--- src/rtl/hamming_pkg.sv ---
// Shared types and word-layout constants for the Hamming(16,11) DMA engine.
// Holds the FSM state enum, decode flag codes and codeword bit positions.
package hamming_pkg;

    typedef enum logic [2:0] {
        IDLE,
        RD_LO,
        RD_HI,
        CAPT,
        WR_LO,
        WR_HI,
        DONE
    } state_e;

    localparam logic [1:0] FLG_OK  = 2'b00;
    localparam logic [1:0] FLG_SEC = 2'b01;
    localparam logic [1:0] FLG_DED = 2'b10;

    // Codeword bit k is Hamming position k; bit 0 carries overall parity.
    localparam int POS_P0 = 0;
    localparam int POS_P1 = 1;
    localparam int POS_P2 = 2;
    localparam int POS_P4 = 4;
    localparam int POS_P8 = 8;

    // Codeword positions of data bits d1..d11 (entry 0 is d1).
    localparam int DATA_POS [11] = '{3, 5, 6, 7, 9, 10, 11, 12, 13, 14, 15};

    function automatic logic [3:0] syndrome(input logic [15:0] w);
        logic [3:0] s;
        s = '0;
        for (int k = 1; k < 16; k++) begin
            if (w[k]) begin
                s = s ^ k[3:0];
            end
        end
        return s;
    endfunction

endpackage

--- src/rtl/hamming_codec.sv ---
// Combinational Hamming(16,11) SECDED codec: encodes an 11-bit message or
// decodes/corrects a 16-bit codeword depending on mode_i.
module hamming_codec
    import hamming_pkg::*;
(
    input  logic        mode_i,
    input  logic [15:0] word_i,
    output logic [15:0] word_o,
    output logic [1:0]  flags_o
);

    logic [10:0] srcData;
    logic [15:0] encWord;
    logic [3:0]  encSyn;
    logic [3:0]  decSyn;
    logic        decPar;
    logic [15:0] fixWord;
    logic [10:0] decData;
    logic [1:0]  decFlags;

    // Encoder: parity bits are chosen so the syndrome of the codeword is zero.
    always_comb begin
        srcData = word_i[10:0];
        encWord = '0;
        for (int i = 0; i < 11; i++) begin
            encWord[DATA_POS[i]] = srcData[i];
        end
        encSyn          = syndrome(encWord);
        encWord[POS_P1] = encSyn[0];
        encWord[POS_P2] = encSyn[1];
        encWord[POS_P4] = encSyn[2];
        encWord[POS_P8] = encSyn[3];
        encWord[POS_P0] = ^encWord[15:1];
    end

    // Decoder: odd overall parity means a single flip at the syndrome position.
    always_comb begin
        decSyn   = syndrome(word_i);
        decPar   = ^word_i;
        fixWord  = word_i;
        decFlags = FLG_OK;
        if (decPar) begin
            decFlags        = FLG_SEC;
            fixWord[decSyn] = ~word_i[decSyn];
        end else if (decSyn != 4'd0) begin
            decFlags = FLG_DED;
        end
        for (int i = 0; i < 11; i++) begin
            decData[i] = fixWord[DATA_POS[i]];
        end
    end

    always_comb begin
        word_o  = encWord;
        flags_o = FLG_OK;
        if (mode_i) begin
            word_o  = {decFlags, 3'b000, decData};
            flags_o = decFlags;
        end
    end

endmodule

--- src/rtl/hamming_dma.sv ---
// DMA engine that streams MSG_COUNT words through the Hamming codec in memory.
// Define HAMMING_DMA_STATUS_EN to build the corrected/detected error counters.
module hamming_dma
    import hamming_pkg::*;
#(
    parameter int MSG_COUNT = 15,
    parameter int SRC_BASE  = 0,
    parameter int DST_BASE  = 30,
    parameter int ADDR_W    = 8
) (
    input  logic              clk,
    input  logic              reset,
    input  logic              start,
    input  logic              mode,
    output logic [ADDR_W-1:0] mem_addr,
    input  logic [7:0]        mem_rd_data,
    output logic              mem_wr_en,
    output logic [7:0]        mem_wr_data,
    output logic              busy,
    output logic              done,
    output logic [7:0]        sec_count,
    output logic [7:0]        ded_count
);

    localparam logic [ADDR_W-1:0] SRC_ADDR = ADDR_W'(SRC_BASE);
    localparam logic [ADDR_W-1:0] DST_ADDR = ADDR_W'(DST_BASE);
    localparam logic [ADDR_W-1:0] HI_OFS   = ADDR_W'(1);
    localparam logic [6:0]        LAST_IDX = 7'(MSG_COUNT - 1);

    state_e            state_q, state_d;
    logic [6:0]        index_q, index_d;
    logic              mode_q, mode_d;
    logic [7:0]        loByte_q, loByte_d;
    logic [15:0]       captWord_q, captWord_d;
    logic [ADDR_W-1:0] wordOffset;
    logic              startRun;
    logic [15:0]       codecWord;
    logic [1:0]        codecFlags;

    hamming_codec u_codec (
        .mode_i  (mode_q),
        .word_i  (captWord_q),
        .word_o  (codecWord),
        .flags_o (codecFlags)
    );

    assign wordOffset = ADDR_W'({index_q, 1'b0});
    assign startRun   = start && (state_q == IDLE || state_q == DONE);

    always_ff @(posedge clk) begin
        if (reset) begin
            state_q    <= IDLE;
            index_q    <= '0;
            mode_q     <= 1'b0;
            loByte_q   <= '0;
            captWord_q <= '0;
        end else begin
            state_q    <= state_d;
            index_q    <= index_d;
            mode_q     <= mode_d;
            loByte_q   <= loByte_d;
            captWord_q <= captWord_d;
        end
    end

    // Read data lags the address by a cycle, so each byte lands one state later.
    always_comb begin
        state_d     = state_q;
        index_d     = index_q;
        mode_d      = mode_q;
        loByte_d    = loByte_q;
        captWord_d  = captWord_q;
        mem_addr    = '0;
        mem_wr_en   = 1'b0;
        mem_wr_data = '0;
        busy        = 1'b1;
        done        = 1'b0;
        case (state_q)
            IDLE, DONE: begin
                busy = 1'b0;
                done = (state_q == DONE);
                if (startRun) begin
                    mode_d  = mode;
                    index_d = '0;
                    state_d = (MSG_COUNT == 0) ? DONE : RD_LO;
                end
            end
            RD_LO: begin
                mem_addr = SRC_ADDR + wordOffset;
                state_d  = RD_HI;
            end
            RD_HI: begin
                mem_addr = SRC_ADDR + wordOffset + HI_OFS;
                loByte_d = mem_rd_data;
                state_d  = CAPT;
            end
            CAPT: begin
                captWord_d = {mem_rd_data, loByte_q};
                state_d    = WR_LO;
            end
            WR_LO: begin
                mem_addr    = DST_ADDR + wordOffset;
                mem_wr_en   = 1'b1;
                mem_wr_data = codecWord[7:0];
                state_d     = WR_HI;
            end
            WR_HI: begin
                mem_addr    = DST_ADDR + wordOffset + HI_OFS;
                mem_wr_en   = 1'b1;
                mem_wr_data = codecWord[15:8];
                if (index_q == LAST_IDX) begin
                    state_d = DONE;
                end else begin
                    index_d = index_q + 7'd1;
                    state_d = RD_LO;
                end
            end
            default: state_d = IDLE;
        endcase
    end

`ifdef HAMMING_DMA_STATUS_EN
    logic [7:0] secCount_q, secCount_d;
    logic [7:0] dedCount_q, dedCount_d;

    // Each message is tallied once, in WR_LO; encode runs always report FLG_OK.
    always_comb begin
        secCount_d = secCount_q;
        dedCount_d = dedCount_q;
        if (startRun) begin
            secCount_d = '0;
            dedCount_d = '0;
        end else if (state_q == WR_LO) begin
            if (codecFlags == FLG_SEC && secCount_q != 8'hFF) begin
                secCount_d = secCount_q + 8'd1;
            end
            if (codecFlags == FLG_DED && dedCount_q != 8'hFF) begin
                dedCount_d = dedCount_q + 8'd1;
            end
        end
    end

    always_ff @(posedge clk) begin
        if (reset) begin
            secCount_q <= '0;
            dedCount_q <= '0;
        end else begin
            secCount_q <= secCount_d;
            dedCount_q <= dedCount_d;
        end
    end

    assign sec_count = secCount_q;
    assign ded_count = dedCount_q;
`else
    logic unusedFlags;
    assign unusedFlags = ^codecFlags;
    assign sec_count   = '0;
    assign ded_count   = '0;
`endif

endmodule

--- config.mk ---
export PLATFORM = sky130hd
export DESIGN_NAME = hamming_dma
export DESIGN_NICKNAME = d
export VERILOG_FILES = /design/src/rtl/hamming_pkg.sv /design/src/rtl/hamming_codec.sv /design/src/rtl/hamming_dma.sv
export SDC_FILE = /design/constraint.sdc
export NUM_CORES = 1
export LEC_CHECK = 0
export ABC_AREA = 0
export CELL_PAD_IN_SITES_DETAIL_PLACEMENT = 0
export CELL_PAD_IN_SITES_GLOBAL_PLACEMENT = 2
export CORE_MARGIN = 1.5
export CORE_UTILIZATION = 37
export DETAILED_ROUTE_END_ITERATION = 12
export DONT_BUFFER_PORTS = 1
export GPL_TIMING_DRIVEN = 0
export PLACE_DENSITY = 0.85
export SLEW_MARGIN = 15
export SYNTH_ARGS = -nofsm -noshare
export SYNTH_HDL_FRONTEND = slang
export SYNTH_SLANG_ARGS = --single-unit
--- constraint.sdc ---
create_clock -name clk -period 4.8 [get_ports clk]
set_clock_uncertainty 0.2 [all_clocks]
set_input_delay 1.2 -clock clk [delete_from_list [all_inputs] [get_ports clk]]
set_output_delay 1.2 -clock clk [all_outputs]
set_load 0.1 [all_outputs]
### Yosys cells after proc, flatten, opt, wreduce, memory -nomap -nowiden

Cells that the tools add are included.

| operators by class | value |
|---|---|
| add/sub/neg operators | 4 |
| order comparisons | 2 |
| eq/ne operators | 9 |
| multiplexer cells | 46 |
| bitwise operators | 25 |
| reductions and logical operators | 12 |

Operator list:

| operator | count |
|---|---|
| two-way mux 4 bit | 15 |
| two-way mux 16 bit | 2 |
| case mux 8 bit (4 select lines) | 1 |
| two-way mux 3 bit | 9 |
| inverter 3 bit | 8 |
| inverter 2 bit | 9 |
| case mux 3 bit (6 select lines) | 1 |
| adder 8 x 1 -> 8 bit, second input constant | 2 |
| bitwise mux 16 bit | 1 |
| case mux 8 bit (2 select lines) | 1 |
| XOR reduction 16 bit | 1 |
| XOR reduction 15 bit | 1 |
| two-way mux 7 bit | 2 |
| case mux 7 bit (2 select lines) | 1 |
| two-way mux 2 bit | 5 |
| equality test 3 bit, second input constant | 3 |
| adder 5 x 8 -> 8 bit, first input constant | 1 |
| inverter 4 bit | 2 |
| adder 7 x 1 -> 7 bit, second input constant | 1 |
| equality test 7 x 4 -> 1 bit, second input constant | 1 |
| equality test 3 x 2 -> 1 bit, second input constant | 2 |
| two-way mux 1 bit | 6 |
| less-than comparator 4 x 5 -> 1 bit, second input constant | 1 |
| binary-select mux 1 bit (select 4 bit) | 1 |
| other kinds (15) | 21 |

| storage, ports and cells | value |
|---|---|
| register bits after elaboration | 35 |
| input port bits | 12 |
| output and inout port bits | 35 |

### Logic depth before layout (Yosys ltp)

| depth | value |
|---|---|
| depth in word-level cells | 34 |
| depth in mapped cells | 9 |
| mapped depth without buffers | 9 |

### Modules after synthesis

A second synthesis with hierarchy kept.

| second synthesis, totals | value |
|---|---|
| cells, all modules | 419 |
| area total of the unflattened synthesis | 3309.4 um^2 |

By module, submodules not included:

| module | instances | cells an instance | area an instance (um^2) |
|---|---|---|---|
| hamming_dma | 1 | 237 | 1980.6 |
| hamming_codec | 1 | 182 | 1328.8 |

### Least setup slack after synthesis

No wires, ideal clock.

| timing path | value |
|---|---|
| path kind | register to output |
| start point | reg state_q[1] |
| end point | out mem_addr[6] |
| arrival time | 3.944 ns |
| slack | -0.544 ns |
| stages on the path, launching flop included | 5 |
| cell sequence | dfxtp_1 -> inv_1 -> ha_1 -> nand2_1 -> o31ai_1 |

| between the ends | value |
|---|---|
| cells in the longest elaborated chain, start to end | 2 |
| elaborated cells on any way between the ends | 5 |

Ends and longest elaborated chain:

| element | RTL line | source |
|---|---|---|
| start, declared | hamming_dma.sv:30 | `state_e state_q, state_d;` |
| start signal, assigned | hamming_dma.sv:58 | `state_q <= state_d;` |
| equality test 3 bit (tied with other cells) | hamming_dma.sv:78 | `case (state_q)` |
| case mux 8 bit (4 select lines) * | hamming_dma.sv:78 |  |
| end, declared | hamming_dma.sv:15 | `output logic [ADDR_W-1:0] mem_addr,` |

Every way passes the cells marked *; elsewhere a longest branch is shown, timed or not.

### Worst setup path after layout

| timing path | value |
|---|---|
| start point | reg captWord_q[2] |
| end point | out mem_wr_data[3] |

| between the ends | value |
|---|---|
| cells in the longest elaborated chain, start to end | 29 |
| elaborated cells on any way between the ends | 34 |

Ends and longest elaborated chain:

| element | RTL line | source |
|---|---|---|
| start, declared | hamming_dma.sv:34 | `logic [15:0] captWord_q, captWord_d;` |
| start signal, assigned | hamming_dma.sv:62 | `captWord_q <= captWord_d;` |
| two-way mux 2 bit | hamming_pkg.sv:33 | `if (w[k]) begin` |
| inverter 2 bit (no line) | - |  |
| two-way mux 2 bit | hamming_pkg.sv:33 |  |
| two-way mux 3 bit (2 in a row) | hamming_pkg.sv:33 |  |
| inverter 2 bit (no line) | - |  |
| two-way mux 3 bit | hamming_pkg.sv:33 |  |
| inverter 3 bit (no line) | - |  |
| two-way mux 3 bit | hamming_pkg.sv:33 |  |
| [... 12 more ...] | - |  |
| less-than comparator 4 x 5 -> 1 bit (implied by the code) / >= comparator 4 x 1 -> 1 bit (equally long branches) | hamming_codec.sv:44 | `fixWord[decSyn] = ~word_i[decSyn];` |
| logical AND 1 bit (implied by the code) | hamming_codec.sv:44 |  |
| two-way mux 1 bit (implied by the code) | hamming_codec.sv:44 |  |
| demux 1 bit (select 4 bit) | - |  |
| bitwise mux 16 bit | hamming_codec.sv:44 |  |
| two-way mux 16 bit * | hamming_codec.sv:42 | `if (decPar) begin` |
| two-way mux 16 bit * | hamming_codec.sv:56 | `if (mode_i) begin` |
| case mux 8 bit (2 select lines) * | hamming_dma.sv:78 |  |
| end, declared | hamming_dma.sv:18 | `output logic [7:0] mem_wr_data,` |

Every way passes the cells marked *; elsewhere a longest branch is shown, timed or not. The select of a mux whose other input is x is not followed.

==> results.md <==
- Critical R2R Launch: state_q[1]
- Stages on worst setup path: 8
- Crit-path slowest cell: o22ai_4
- Area of the multi-input gates: about 2300 sq um
- All-layer global routing usage: 0.1901
- Final setup vio count: 0
- Die height: about 94 um
- Reg-to-reg slack, setup: 1.93 ns
- Relative slew slack: 0.2621
- Nets: approximately 450
- Drt first-iter violations: 143
- Vias in the first global route: 2,450
- Worst slew pin tran: 1.107 ns
- Crit path capture type: primary output
- Clk buf depth: 2
- Primary FF master, synth: dfxtp_1
- Critical Path Fanout Max: 10
- Post-synthesis sequential area ratio: 0.2282
- Vias post-DR: between 2,000 and 3,000
- First-pass GRT wire length: around 13 mm
- Port Buf Inserts: 0
- Die width: 94.10 um
- Hold Slack: 0.2476 ns
- Worst skew pair latency: around 0.29 ns
- Fmax: 0.2164 GHz
- CTS buffer count: 5
- Post-synthesis to final-layout area growth: 16.50%
- Fraction of power spent switching nets: 0.3540
- Unique masters post-synth: 54
- Final Hold Viols: 0
- Clock sinks: 35
- Fillers: 829
- WHS Path Cells: 2
- Largest net degree at the start of global routing: 12
- Starting Density: 0.3775
- Leakage: around 1.3 nW
- CP required: about 3.4 ns
- Global route overflow: 0
- Worst Setup Start Kind: register
- Post-CTS Hold Buffers: 0
- Layout cell share with drive strength beyond 1: 0.1558
- # diodes: 0
- Root buf cell: clkbuf_8
- VDD IR-drop max: between 150 and 200 uV
- Die area: 8854 sq um
- Crit Reg-Reg Endpoint: index_q[5]
- Tmin final: around 4.6 ns
- Drt drc: 0
- Number of synthesized flops with an enable pin: 0
- Cell Count, Final, Fillers Out: 535
- Sequential Power Share: 0.440
- Setup TNS: 0 ns
- Tot Pwr: 690.4 uW
- Cell total after placement: 527
- # IOs: 47
- Antenna violation net count after detailed routing: 0
- Setup Buffers After CTS: 0
- Final worst-path cycle share: 0.9627
- Drt first pass iters: 4
- Fin. max-slew vios: 0
- Yosys warnings: 0
- Core area: 8134 sq um
- Gate power share: 0.268
- Routed length per instance: between 15 and 20 um
- CTS clk-pin slew, worst paths: 0.07 ns
- Cell mode on critical path: mux2i_1
- Switching pwr: between 200 and 250 uW
- Sequential cell area: 703.2 sq um
- Maxcap violations: 0
- Hold Path Class: register to register
- GPL Wtd Cong: 0.8592
- Crit path largest cell delay: around 0.60 ns
- Critical path's top delay family: XOR/XNOR gates
- Pwr dens: 193.0 nW/um^2
- Post-synthesis cell area: 3070 sq um
- Vias/cell: 5.183
- Hold EP: captWord_q[3]
- Synthesis-stage register bit count: 35
- Critical path class: register to primary output
- WL final: ~8.0 mm
- CTS tree: yes
- Worst Path Arrival: between 3 and 4 ns
- Hold_sp: loByte_q[3]
- DP HPWL: 6.337 mm
- Critical path cell sequence: clkbuf_1 > xnor2_1 > xnor3_2 > and2_1 > mux2i_1 > nor2_1 > mux2i_1 > o22ai_4
- Status: completed
- CTS H-tree lvls: 2
- Cell-internal power: 446.0 uW
- Asr flop ratio synth: 0
- Synth Instances: 402
- Worst Reg-to-Reg Cells: 8
- Unrepaired setup endpoints after global routing: false
- Initial antenna violation count: 0
- Clock Power Share: 0.292
- Crit path buf inv count: 1
- Syn_area_per_cell: 7.638 sq um
- FP Rows: 33
metal layers:
metal	share of wire	track usage	wire length, um	vias up
li1	-	-	-	1414
met1	0.48	0.2521	3842	1285
met2	0.47	0.3050	3781	68
met3	0.043	0.04045	346	6
met4	0.0072	0.06343	58	0
met5	0	0	0	-
cells by family (layout without fill, tap and decap cells):
group / count (synthesis) / after routing / synth area share
other cells: 1 / 16 / 0.001221
compound gates: 76 / 76 / 0.1557
simple gates: 150 / 150 / 0.2266
fa+ha+maj: 4 / 4 / 0.01630
mux: 29 / 29 / 0.09576
buf+inv: 50 / 63 / 0.08394
xor+xnor: 57 / 57 / 0.1923
flops: 35 / 35 / 0.2282
repair_timing:
| item | CTS | global route |
|---|---|---|
| endpoints found under the setup margin | 4 | 2 |
| pin swaps | 0 | 1 |
| hold endpoints to repair | 0 | 0 |
| resized for setup | 4 | 2 |
state kept, by name, summed over array words and instances (netlist names):
register	cells
captWord_q	16
index_q	7
loByte_q	8
mode_q	1
state_q	3
per-stage QoR:
stage                 util  worst slack (ns)  area, sq um
finish              0.4398            0.1789         3577
global route        0.4398          0.003908         3577
CTS                 0.4389           0.05189         3570
detailed placement  0.4241           0.08825         3450
global placement    0.4090           -0.5060         3327
floorplan                -          -0.03212         3196
layout by cell type, fill, tap and decap left out, types with 3 or more instances in the layout:
| cell type | count |
|---|---|
| xnor2_1 | 40 |
| buf_4 | 18 |
| mux2i_1 | 26 |
| clkbuf_1 | 17 |
| nand2_1 | 59 |
| clkbuf_8 | 5 |
| nand4_1 | 3 |
| and3_1 | 6 |
| dfxtp_1 | 33 |
| mux2_2 | 3 |
| nor2b_1 | 4 |
| o21ai_2 | 6 |
| xnor2_4 | 3 |
| nand2b_1 | 7 |
| inv_1 | 8 |
| buf_2 | 4 |
| buf_8 | 4 |
| a31oi_1 | 6 |
| conb_1 | 16 |
| xor2_1 | 8 |
| clkinv_2 | 3 |
| o21ai_0 | 11 |
| nor2_1 | 37 |
| o211ai_1 | 4 |
| nand3_1 | 4 |
| and2_1 | 3 |
| buf_1 | 4 |
| a21oi_1 | 23 |
| ha_1 | 3 |
| nor3_1 | 13 |
Yosys cell counts, types with 2 or more instances:
cell type,number,share of area
xnor3_2,2,0.015
xnor2_1,43,0.12
a21oi_1,23,0.037
clkbuf_1,17,0.021
o41ai_1,2,0.0057
o32ai_1,2,0.0057
and3_1,6,0.012
nor2_1,38,0.046
xor2_1,8,0.023
a211o_1,2,0.0057
nand2b_1,7,0.014
xnor2_4,2,0.018
nand4_1,3,0.0061
o31ai_1,4,0.0098
and2_1,3,0.0061
buf_4,17,0.042
nor3_1,13,0.021
buf_1,3,0.0037
a31oi_1,6,0.012
inv_1,8,0.0098
nor2b_1,4,0.0081
nand2_1,60,0.073
ha_1,4,0.016
o211ai_1,4,0.0098
or3_1,2,0.0041
o21ai_0,16,0.026
a211oi_1,2,0.0049
nand3_1,4,0.0065
nand4b_1,2,0.0057
o22ai_1,4,0.0081
o221ai_1,3,0.0086
mux2_2,3,0.011
mux2i_1,26,0.085
dfxtp_1,35,0.23
buf_2,5,0.0081
worst register-to-register path, cell delays in order (launching register included):
cell and delay [ns]:
dfxtp_1 0.52, nor2b_1 0.08, clkbuf_1 0.23, nor4b_2 0.85, a31o_2 0.26, and4_1 0.24
nand3_1 0.11, xor2_1 0.17, nor3_1 0.13
power by group through the flow:
stage,clock [mW],combinational [mW],sequential [mW]
final,0.202,0.185,0.304
after global routing,0.227,0.197,0.305
after CTS,0.213,0.184,0.304
after detailed placement,0,0.182,0.310
after global placement,0,0.182,0.310
after floorplan,0,0.162,0.308
area by class of cell:
cell class / instances / area share
clock inverters: 3 / 0.004197
repair buffers: 5 / 0.01784
multi-input cells: 332 / 0.6527
well taps: 105 / 0.03673
flip-flops and latches: 35 / 0.1966
plain buffers: 42 / 0.06436
clock buffers: 5 / 0.01924
inverters: 8 / 0.008395
worst max-delay path by stage:
stage,from,end,slack [ns]
2_1_floorplan,state_q[1],mem_addr[4],-0.03
3_3_place_gp,captWord_q[2],mem_wr_data[0],-0.51
3_5_place_dp,captWord_q[2],mem_wr_data[7],0.09
4_1_cts,captWord_q[2],mem_wr_data[7],0.05
5_1_grt,captWord_q[2],mem_wr_data[3],0.004
6_report,captWord_q[2],mem_wr_data[3],0.18
No activity file was read; power rests on OpenSTA's default activity.
